==> src/rtl/uart_stream_bridge.sv <==
`default_nettype none
// ==========================================================================
// uart_stream_bridge : valid/ready TX/RX byte streams over the UART core bus
// Rev 1.0
// ==========================================================================
module uart_stream_bridge #(
  parameter int RXQ_DEPTH = 4,
  parameter int HOLDOFF   = 2
) (
  input  logic       CLK,
  input  logic       RESET_N,
  input  logic       tx_valid,
  input  logic [7:0] tx_data,
  output logic       tx_ready,
  output logic       rx_valid,
  output logic [7:0] rx_data,
  output logic       rx_perr,
  output logic       rx_ferr,
  output logic       rx_ovf,
  input  logic       rx_ready,
  output logic       uart_csn,
  output logic       uart_wen,
  output logic       uart_oen,
  output logic [7:0] uart_data_in,
  input  logic       uart_txrdy,
  input  logic       uart_rxrdy,
  input  logic [7:0] uart_data_out,
  input  logic       uart_parity_err,
  input  logic       uart_framing_err,
  input  logic       uart_overflow,
  output logic       busy
);

  localparam int AW = $clog2(RXQ_DEPTH);
  localparam logic [AW:0] c_full      = RXQ_DEPTH[AW:0];
  localparam logic [2:0]  c_hold_load = 3'(HOLDOFF - 1);

  typedef enum logic [1:0] {
    S_IDLE = 2'd0,
    S_WR   = 2'd1,
    S_RD   = 2'd2,
    S_WAIT = 2'd3
  } state_t;

  state_t        r_state;
  state_t        w_state_nxt;
  logic          r_last_rx;
  logic          r_run;
  logic [2:0]    r_hold;
  logic [10:0]   r_mem [RXQ_DEPTH];
  logic [AW-1:0] r_wptr;
  logic [AW-1:0] r_rptr;
  logic [AW:0]   r_count;
  logic          w_rx_req;
  logic          w_tx_req;
  logic          w_grant_tx;
  logic          w_grant_rx;
  logic          w_push;
  logic          w_pop;

  // r_run keeps both grants (and tx_ready) low while reset is held
  always_comb begin
    w_rx_req   = r_run & uart_rxrdy & (r_count != c_full);
    w_tx_req   = r_run & tx_valid & uart_txrdy;
    w_grant_tx = w_tx_req & (~w_rx_req | r_last_rx);
    w_grant_rx = w_rx_req & (~w_tx_req | ~r_last_rx);
    tx_ready   = (r_state == S_IDLE) & w_grant_tx;
    busy       = (r_state != S_IDLE);
  end

  always_comb begin
    w_state_nxt = r_state;
    case (r_state)
      S_IDLE: begin
        if (w_grant_tx)      w_state_nxt = S_WR;
        else if (w_grant_rx) w_state_nxt = S_RD;
      end
      S_WR, S_RD: w_state_nxt = S_WAIT;
      S_WAIT:     if (r_hold == 3'd0) w_state_nxt = S_IDLE;
      default:    w_state_nxt = S_IDLE;
    endcase
  end

  always_ff @(posedge CLK or negedge RESET_N) begin
    if (!RESET_N) begin
      r_state      <= S_IDLE;
      r_last_rx    <= 1'b0;
      r_run        <= 1'b0;
      r_hold       <= 3'd0;
      uart_csn     <= 1'b1;
      uart_wen     <= 1'b1;
      uart_oen     <= 1'b1;
      uart_data_in <= 8'h00;
    end else begin
      r_run    <= 1'b1;
      r_state  <= w_state_nxt;
      // strobes follow the next state so they are low for exactly the WR/RD cycle
      uart_csn <= ~((w_state_nxt == S_WR) | (w_state_nxt == S_RD));
      uart_wen <= ~(w_state_nxt == S_WR);
      uart_oen <= ~(w_state_nxt == S_RD);
      if (tx_ready) begin
        uart_data_in <= tx_data;
        r_last_rx    <= 1'b0;
      end else if ((r_state == S_IDLE) & w_grant_rx) begin
        r_last_rx    <= 1'b1;
      end
      if ((w_state_nxt == S_WAIT) && (r_state != S_WAIT))
        r_hold <= c_hold_load;
      else if ((r_state == S_WAIT) && (r_hold != 3'd0))
        r_hold <= r_hold - 3'd1;
    end
  end

  assign w_push = (r_state == S_RD);
  assign w_pop  = (r_count != '0) & rx_ready;

  always_ff @(posedge CLK or negedge RESET_N) begin
    if (!RESET_N) begin
      r_wptr  <= '0;
      r_rptr  <= '0;
      r_count <= '0;
      for (int i = 0; i < RXQ_DEPTH; i++) r_mem[i] <= '0;
    end else begin
      if (w_push) begin
        r_mem[r_wptr] <= {uart_data_out, uart_parity_err, uart_framing_err, uart_overflow};
        r_wptr        <= r_wptr + 1'b1;
      end
      if (w_pop) r_rptr <= r_rptr + 1'b1;
      case ({w_push, w_pop})
        2'b10:   r_count <= r_count + 1'b1;
        2'b01:   r_count <= r_count - 1'b1;
        default: r_count <= r_count;
      endcase
    end
  end

  assign rx_valid = (r_count != '0);
  assign {rx_data, rx_perr, rx_ferr, rx_ovf} = r_mem[r_rptr];

endmodule
`default_nettype wire

==> config.mk <==
export PLATFORM = sky130hd
export DESIGN_NAME = uart_stream_bridge
export DESIGN_NICKNAME = d
export VERILOG_FILES = /design/src/rtl/uart_stream_bridge.sv
export SDC_FILE = /design/constraint.sdc
export NUM_CORES = 1
export LEC_CHECK = 0
export ABC_AREA = 1
export CAP_MARGIN = 40
export CORE_MARGIN = 1.5
export CORE_UTILIZATION = 53
export DETAILED_ROUTE_END_ITERATION = 10
export HOLD_SLACK_MARGIN = 0.03
export PLACE_DENSITY = 0.79
export SKIP_LAST_GASP = 1
export SYNTH_ARGS = -nofsm -noshare
export SYNTH_HDL_FRONTEND = slang
export SYNTH_SLANG_ARGS = --single-unit
==> constraint.sdc <==
create_clock -name CLK -period 4.3 [get_ports CLK]
set_clock_uncertainty 0.15 [all_clocks]
set_input_delay 0.645 -clock CLK [delete_from_list [all_inputs] [get_ports CLK]]
set_output_delay 0.645 -clock CLK [all_outputs]
set_load 0.01 [all_outputs]
==> results of run 1 <==
==> layer usage <==
metal | GRT usage, % | wire (µm)
met1 | 29.1 | 3030
met2 | 38.8 | 3210
met3 | 4.55 | 293
met4 | 10.7 | 87
met5 | 0 | 0
==> area by class of cell <==
| type | count | area (µm²) | share of cell area (%) |
|---|---|---|---|
| multi-input combinational | 235 | 1240 | 31.6 |
| clock inverter | 4 | 70.1 | 1.78 |
| sequential | 69 | 1730 | 43.9 |
| tap | 75 | 93.8 | 2.38 |
| timing repair buffer | 52 | 520 | 13.2 |
| inverter | 33 | 124 | 3.14 |
| clock buffer | 12 | 155 | 3.94 |
==> synthesized netlist by cell type <==
cell,instances,area (µm²)
nand4_1,2,12.5
nor2_1,24,90.1
buf_1,1,3.75
nand2_4,1,11.3
conb_1,1,3.75
o21ai_2,1,8.76
inv_1,31,116
inv_2,2,7.51
xnor2_1,1,8.76
dfrtp_1,66,1650
o21ai_0,73,365
nand2_1,79,297
xor2_1,3,26.3
nand3_2,2,20.0
a21oi_1,3,15.0
buf_6,1,11.3
nand3_4,1,17.5
o22ai_1,11,68.8
buf_4,2,15.0
o31ai_1,1,7.51
nand2_2,1,6.26
a21oi_2,1,8.76
nor2_4,1,11.3
ha_1,12,150
buf_2,8,40.0
dfstp_2,3,78.8
fa_1,1,20.0
and2_1,1,6.26
clkbuf_2,1,5.00
clkbuf_1,5,18.8
nor2_8,1,20.0
nand3_1,14,70.1
==> state kept, by name, summed over array words and instances, names as in the netlist, 2 cells and up <==
signal	cells
r_wptr	2
r_rptr	2
r_mem	44
r_state	2
uart_data_in	8
r_count	3
r_hold	3
==> critical path, delay by kind of cell <==
| family | cells | cell delay [ps] |
|---|---|---|
| buffers and inverters | 3 | 1110 |
| AND/OR/NAND/NOR | 3 | 500 |
==> power by group through the flow <==
stage               combinational [mW]  sequential (mW)  clock [mW]
detailed placement                1.49             1.18           0
finish                            1.49             1.17       0.591
floorplan                        0.957             1.15           0
global placement                  1.43             1.17           0
global route                      1.70             1.21       0.630
CTS                               1.50             1.17       0.601
==> logic make-up (layout without fill, tap and decap cells) <==
group | Yosys count | count (layout) | synth area share [%]
flip-flops | 69 | 69 | 54.2
AND/OR/NAND/NOR | 127 | 127 | 17.6
other | 1 | 1 | 0.117
AO/OA/AOI/OAI | 90 | 90 | 14.9
adder cells (fa/ha/maj) | 13 | 13 | 5.33
buffers and inverters | 51 | 101 | 6.82
XOR/XNOR | 4 | 4 | 1.10
==> cells in the final DEF, fill, tap and decap left out, types with 2 or more instances in the layout <==
cell type,n
clkbuf_8,11
nand2_1,79
nand3_1,14
ha_1,12
clkdlybuf4s50_1,48
dfrtp_1,66
xor2_1,3
dfstp_2,3
o22ai_1,11
nand3_2,2
nor2_1,24
bufinv_16,2
inv_2,2
o21ai_0,73
inv_1,31
a21oi_1,3
buf_4,2
clkinv_2,2
nand4_1,2
==> through the flow <==
step                instance area (µm²)  instances  total power, mW  hold WS (ps)  util [%]
finish                             3940        480             3.25          51.0      66.9
global route                       3940        480             3.54          68.6      66.9
CTS                                3940        480             3.27          61.7      66.9
detailed placement                 3710        464             2.66           316      63.1
global placement                   3690        463             2.60           311      62.8
floorplan                          3190        355             2.10           199         -
==> path summary, 6_finish.rpt <==
path | startpoint | cells after the start | slack (ps) | endpoint
min in group CLK | uart_data_in[1] | 2 | 330 | uart_data_in[1]
max in group asynchronous | RESET_N | 2 | 3300 | r_hold[0]
worst min-delay path | RESET_N | 1 | 50 | r_mem[5]
worst max-delay path | uart_txrdy | 6 | 1240 | tx_ready
worst min register to register | uart_data_in[1] | 2 | 330 | uart_data_in[1]
worst max register to register | r_state[0] | 9 | 2170 | r_count[2]
==> summary.txt, run 1 <==
Vias -> 2515
gpl congestion -> 0.904
CTS sink cnt -> 69
total gr overflow -> 0
P_sw -> 1.24 mW
register area share after synthesis -> 54.2%
Mapped Nets -> 393
PD cells -> 825 nW/µm²
Final WS setup -> 1240 ps
first-pass GRT wire length -> 11400 µm
Clock Path Buffers -> 2
Layout fillers -> 501
Worst setup EP type -> primary output
internal power -> 2.00 mW
Req. time, crit path -> 3500 ps
die width -> 80.6 µm
drt first pass iters -> 4
nets -> 438
CP Launch Type -> input pin
DRT antenna net count -> 0
Synth Warn # -> 0
DR WL/cell -> 13.8 µm
HPWL after detailed placement -> 4310 µm
Final Hold Fails -> 0
#FFs+latches synth -> 69
RSZ-0062 raised after global routing -> false
final setup vio count -> 0
Sequential Power Share -> 36.1%
port bufs -> 49
status -> completed
clock network power share -> 18.2%
Max VDD drop -> 484 µV
cell mode on critical path -> clkdlybuf4s50_1
hold buffer count at cts -> 0
largest net degree at the start of global routing -> 32
Worst path max stage delay -> 520 ps
clock period minus worst slack -> 3060 ps
Max Freq -> 327 MHz
number of buffers created by CTS -> 9
FP Rows -> 28
layout cells sized above 1 -> 8.15%
initial core utilization -> 54.3%
share of the cycle needed by the critical path after routing -> 71.2%
Net Sw Frac -> 38.3%
critical path arrival -> 2270 ps
Core Box Area -> 5890 µm²
worst-margin pin slew -> 714 ps
max_cap viols -> 0
DRT iter0 DRCs -> 163
critical path cell sequence -> clkdlybuf4s50_1, nand4_1, nand3_2, nand2_4, inv_1, clkdlybuf4s50_1
clk slew on worst S/H paths -> 80 ps
post-CTS setup buffer count -> 0
post_cts resized -> 0
CP Max Fanout -> 11
pins over their slew limit -> 0
Syn Area/Cell -> 8.99 µm²
TritonCTS clock tree -> done
synthesized area -> 3190 µm²
setup TNS -> 0 ps
Mapped Cells -> 355
max_slew headroom -> 52.3%
Skew-Pair Late Insertion Delay -> 330 ps
root buffer cell -> clkbuf_8
WS Path Type -> in -> out
Vias/cell -> 5.24
HP Class -> in -> async
count of unique library cells instantiated by Yosys -> 32
Lkg Pwr -> 1.90 nW
die area -> 6500 µm²
initial antenna violation count -> 0
number of global-route vias before repair -> 2527
gr usage total -> 23.3%
logic gate share of total power -> 45.7%
dpl ws -> 1250 ps
Area Overhead vs Synth -> 23.4%
IO Count -> 50
post-detailed-route DRC marker count -> 0
Die Ht -> 80.6 µm
H-tree depth -> 3
antenna cell count -> 0
Slowest-stage cell, CP -> clkdlybuf4s50_1
routed wire length -> 6620 µm
Note: power is estimated with default switching activity, not from simulation.
==> run 2: changes to the inputs <==
Settings changed: CORE_UTILIZATION 53 to 48, PLACE_DENSITY 0.79 to 0.75.
Clock period 4.3 ns to 2.8 ns, I/O delays scaled along.
==> run 2 against run 1 <==
Net effect:
- count of clock-buffer cells in the layout is 1 lower
- cell count rose by 1.0%
- critical path depth grew 1
- critical path type is now reg -> out
- sequential power is 52% higher
- power increased by 54%
- cell area rose by 0.22%
- non-clock buffer count increased by 3
- setup slack got worse by 1100 ps
- clock power increased by 45%
- register-to-register slack lost 1500 ps
==> summary.txt, run 2 (synthesis results as in run 1) <==
post-CTS setup buffer count -> 0
die width -> 84.6 µm
Core Box Area -> 6390 µm²
status -> completed
number of global-route vias before repair -> 2588
number of buffers and inverters on the critical path -> 4
critical path cell sequence -> inv_1, ha_1, inv_2, nor2_8, nand2_4, inv_1, clkdlybuf4s50_1
flop2flop setup slack -> 620 ps
dpl ws -> 262 ps
Final WS setup -> 150 ps
Lkg Pwr -> 1.91 nW
critical path depth -> 7
final setup vio count -> 0
routed wire length -> 6690 µm
pins over their slew limit -> 0
HPWL after detailed placement -> 4360 µm
total power -> 4.99 mW
r2r startpoint -> r_state[0]
worst setup path endpoint -> tx_ready
Crit. Startpoint -> r_state[1]
max_cap viols -> 0
CP Launch Type -> flop
PD cells -> 1260 nW/µm²
clock period minus worst slack -> 2650 ps
Max Freq -> 377 MHz
RR Endpoint -> r_count[2]
die area -> 7150 µm²
drt first pass iters -> 5
Vias -> 2525
placed cell areas -> 3730 µm²
RSZ-0062 raised after global routing -> false
Slowest-stage cell, CP -> clkdlybuf4s50_1
critical path arrival -> 2080 ps
DRT antenna net count -> 0
area of the multi-input gates -> 1240 µm²
share of the cycle needed by the critical path after routing -> 94.6%
FP Rows -> 29
gr usage total -> 20.5%
total gr overflow -> 0
hold path depth -> 2
Final Cell Area -> 3950 µm²
IO Count -> 50
post_cts resized -> 0
Seq. cell area -> 1730 µm²
gpl congestion -> 0.841
Layout fillers -> 574
initial core utilization -> 50.0%
Clock Path Buffers -> 2
Worst setup EP type -> primary output
largest registers -> r_mem (44), uart_data_in (8)
Min Hold Slack -> 334 ps
Worst path top cell family by delay -> buffers and inverters
HP Class -> reg -> reg
setup TNS -> 0 ps
Area Overhead vs Synth -> 23.6%
nets -> 441
final core occ -> 61.8%
Die Ht -> 84.6 µm
Reg with most FFs -> r_mem
Req. time, crit path -> 2230 ps
worst-margin pin slew -> 680 ps
DR WL/cell -> 13.8 µm
initial antenna violation count -> 0
Vias/cell -> 5.21
max_slew headroom -> 54.6%
layout cells sized above 1 -> 8.33%
root buffer cell -> clkbuf_8
DRT iter0 DRCs -> 197
most common cell after layout, fill and taps aside -> nand2_1
CTS sink cnt -> 69
Worst path max stage delay -> 530 ps
worst reg2reg path depth -> 9
antenna cell count -> 0
Final Hold Fails -> 0
Non-Filler Instances -> 485
commonest non-fill, non-tap cells in the layout -> 79 x nand2_1, 73 x o21ai_0, 66 x dfrtp_1
post-detailed-route DRC marker count -> 0
clk slew on worst S/H paths -> 60 ps
WS Path Type -> reg -> out
first-pass GRT wire length -> 11700 µm
number of buffers created by CTS -> 9
CP Max Fanout -> 10
cell mode on critical path -> inv_1
placed insts -> 468
largest net degree at the start of global routing -> 45
H-tree depth -> 3
Max VDD drop -> 683 µV
TritonCTS clock tree -> done
max FFs per register -> 44
Skew-Pair Late Insertion Delay -> 340 ps
port bufs -> 49
[run 2: cell types whose count changed in the layout (fill, tap and decap cells not counted)]
cell / before / now
buf_4: 2 / 4
clkbuf_8: 11 / 9
clkbuf_1: 1 / 2
clkinv_2: 2 / 3
dlygate4sd3_1: 0 / 1
[run 2: worst min-delay path by stage]
stage	start	to
2_1_floorplan	RESET_N	r_count[0]
3_3_place_gp	RESET_N	r_mem[4]
3_5_place_dp	RESET_N	r_mem[4]
4_1_cts	r_mem[22]	r_mem[22]
5_1_grt	uart_data_in[3]	uart_data_in[3]
6_report	uart_data_in[3]	uart_data_in[3]
[run 2: layout make-up]
cell class	count	area share (%)
Multi-Input combinational cell	235	31.5
Inverter	33	3.14
Clock buffer	11	3.33
Sequential cell	69	43.8
Tap cell	77	2.44
Clock inverter	5	1.90
Timing Repair Buffer	55	13.8
[run 2: power by group]
group | internal [mW] | switching (mW)
Clock | 0.498 | 0.360
Sequential | 1.52 | 0.263
Combinational | 1.04 | 1.31
Total | 3.05 | 1.93
[run 2: repair_timing]
item,in CTS,in global routing
hold buffers,1,0
endpoints found under the hold margin,22,0
setup endpoints to repair,0,0
[run 2: layer usage]
metal | share of wire, % | up-vias | track usage, %
li1 | - | 1247 | -
met1 | 45 | 1176 | 25.8
met2 | 47 | 91 | 33.3
met3 | 6.5 | 11 | 7.08
met4 | 1.6 | 0 | 6.74
met5 | 0 | - | 0
[run 2: worst reg2reg max path: stages (launching register included)]
cell	delay, ps
dfrtp_1	380
inv_1	90
ha_1	310
inv_1	100
ha_1	140
inv_1	70
fa_1	380
a21oi_1	170
o21ai_0	120
xor2_1	150
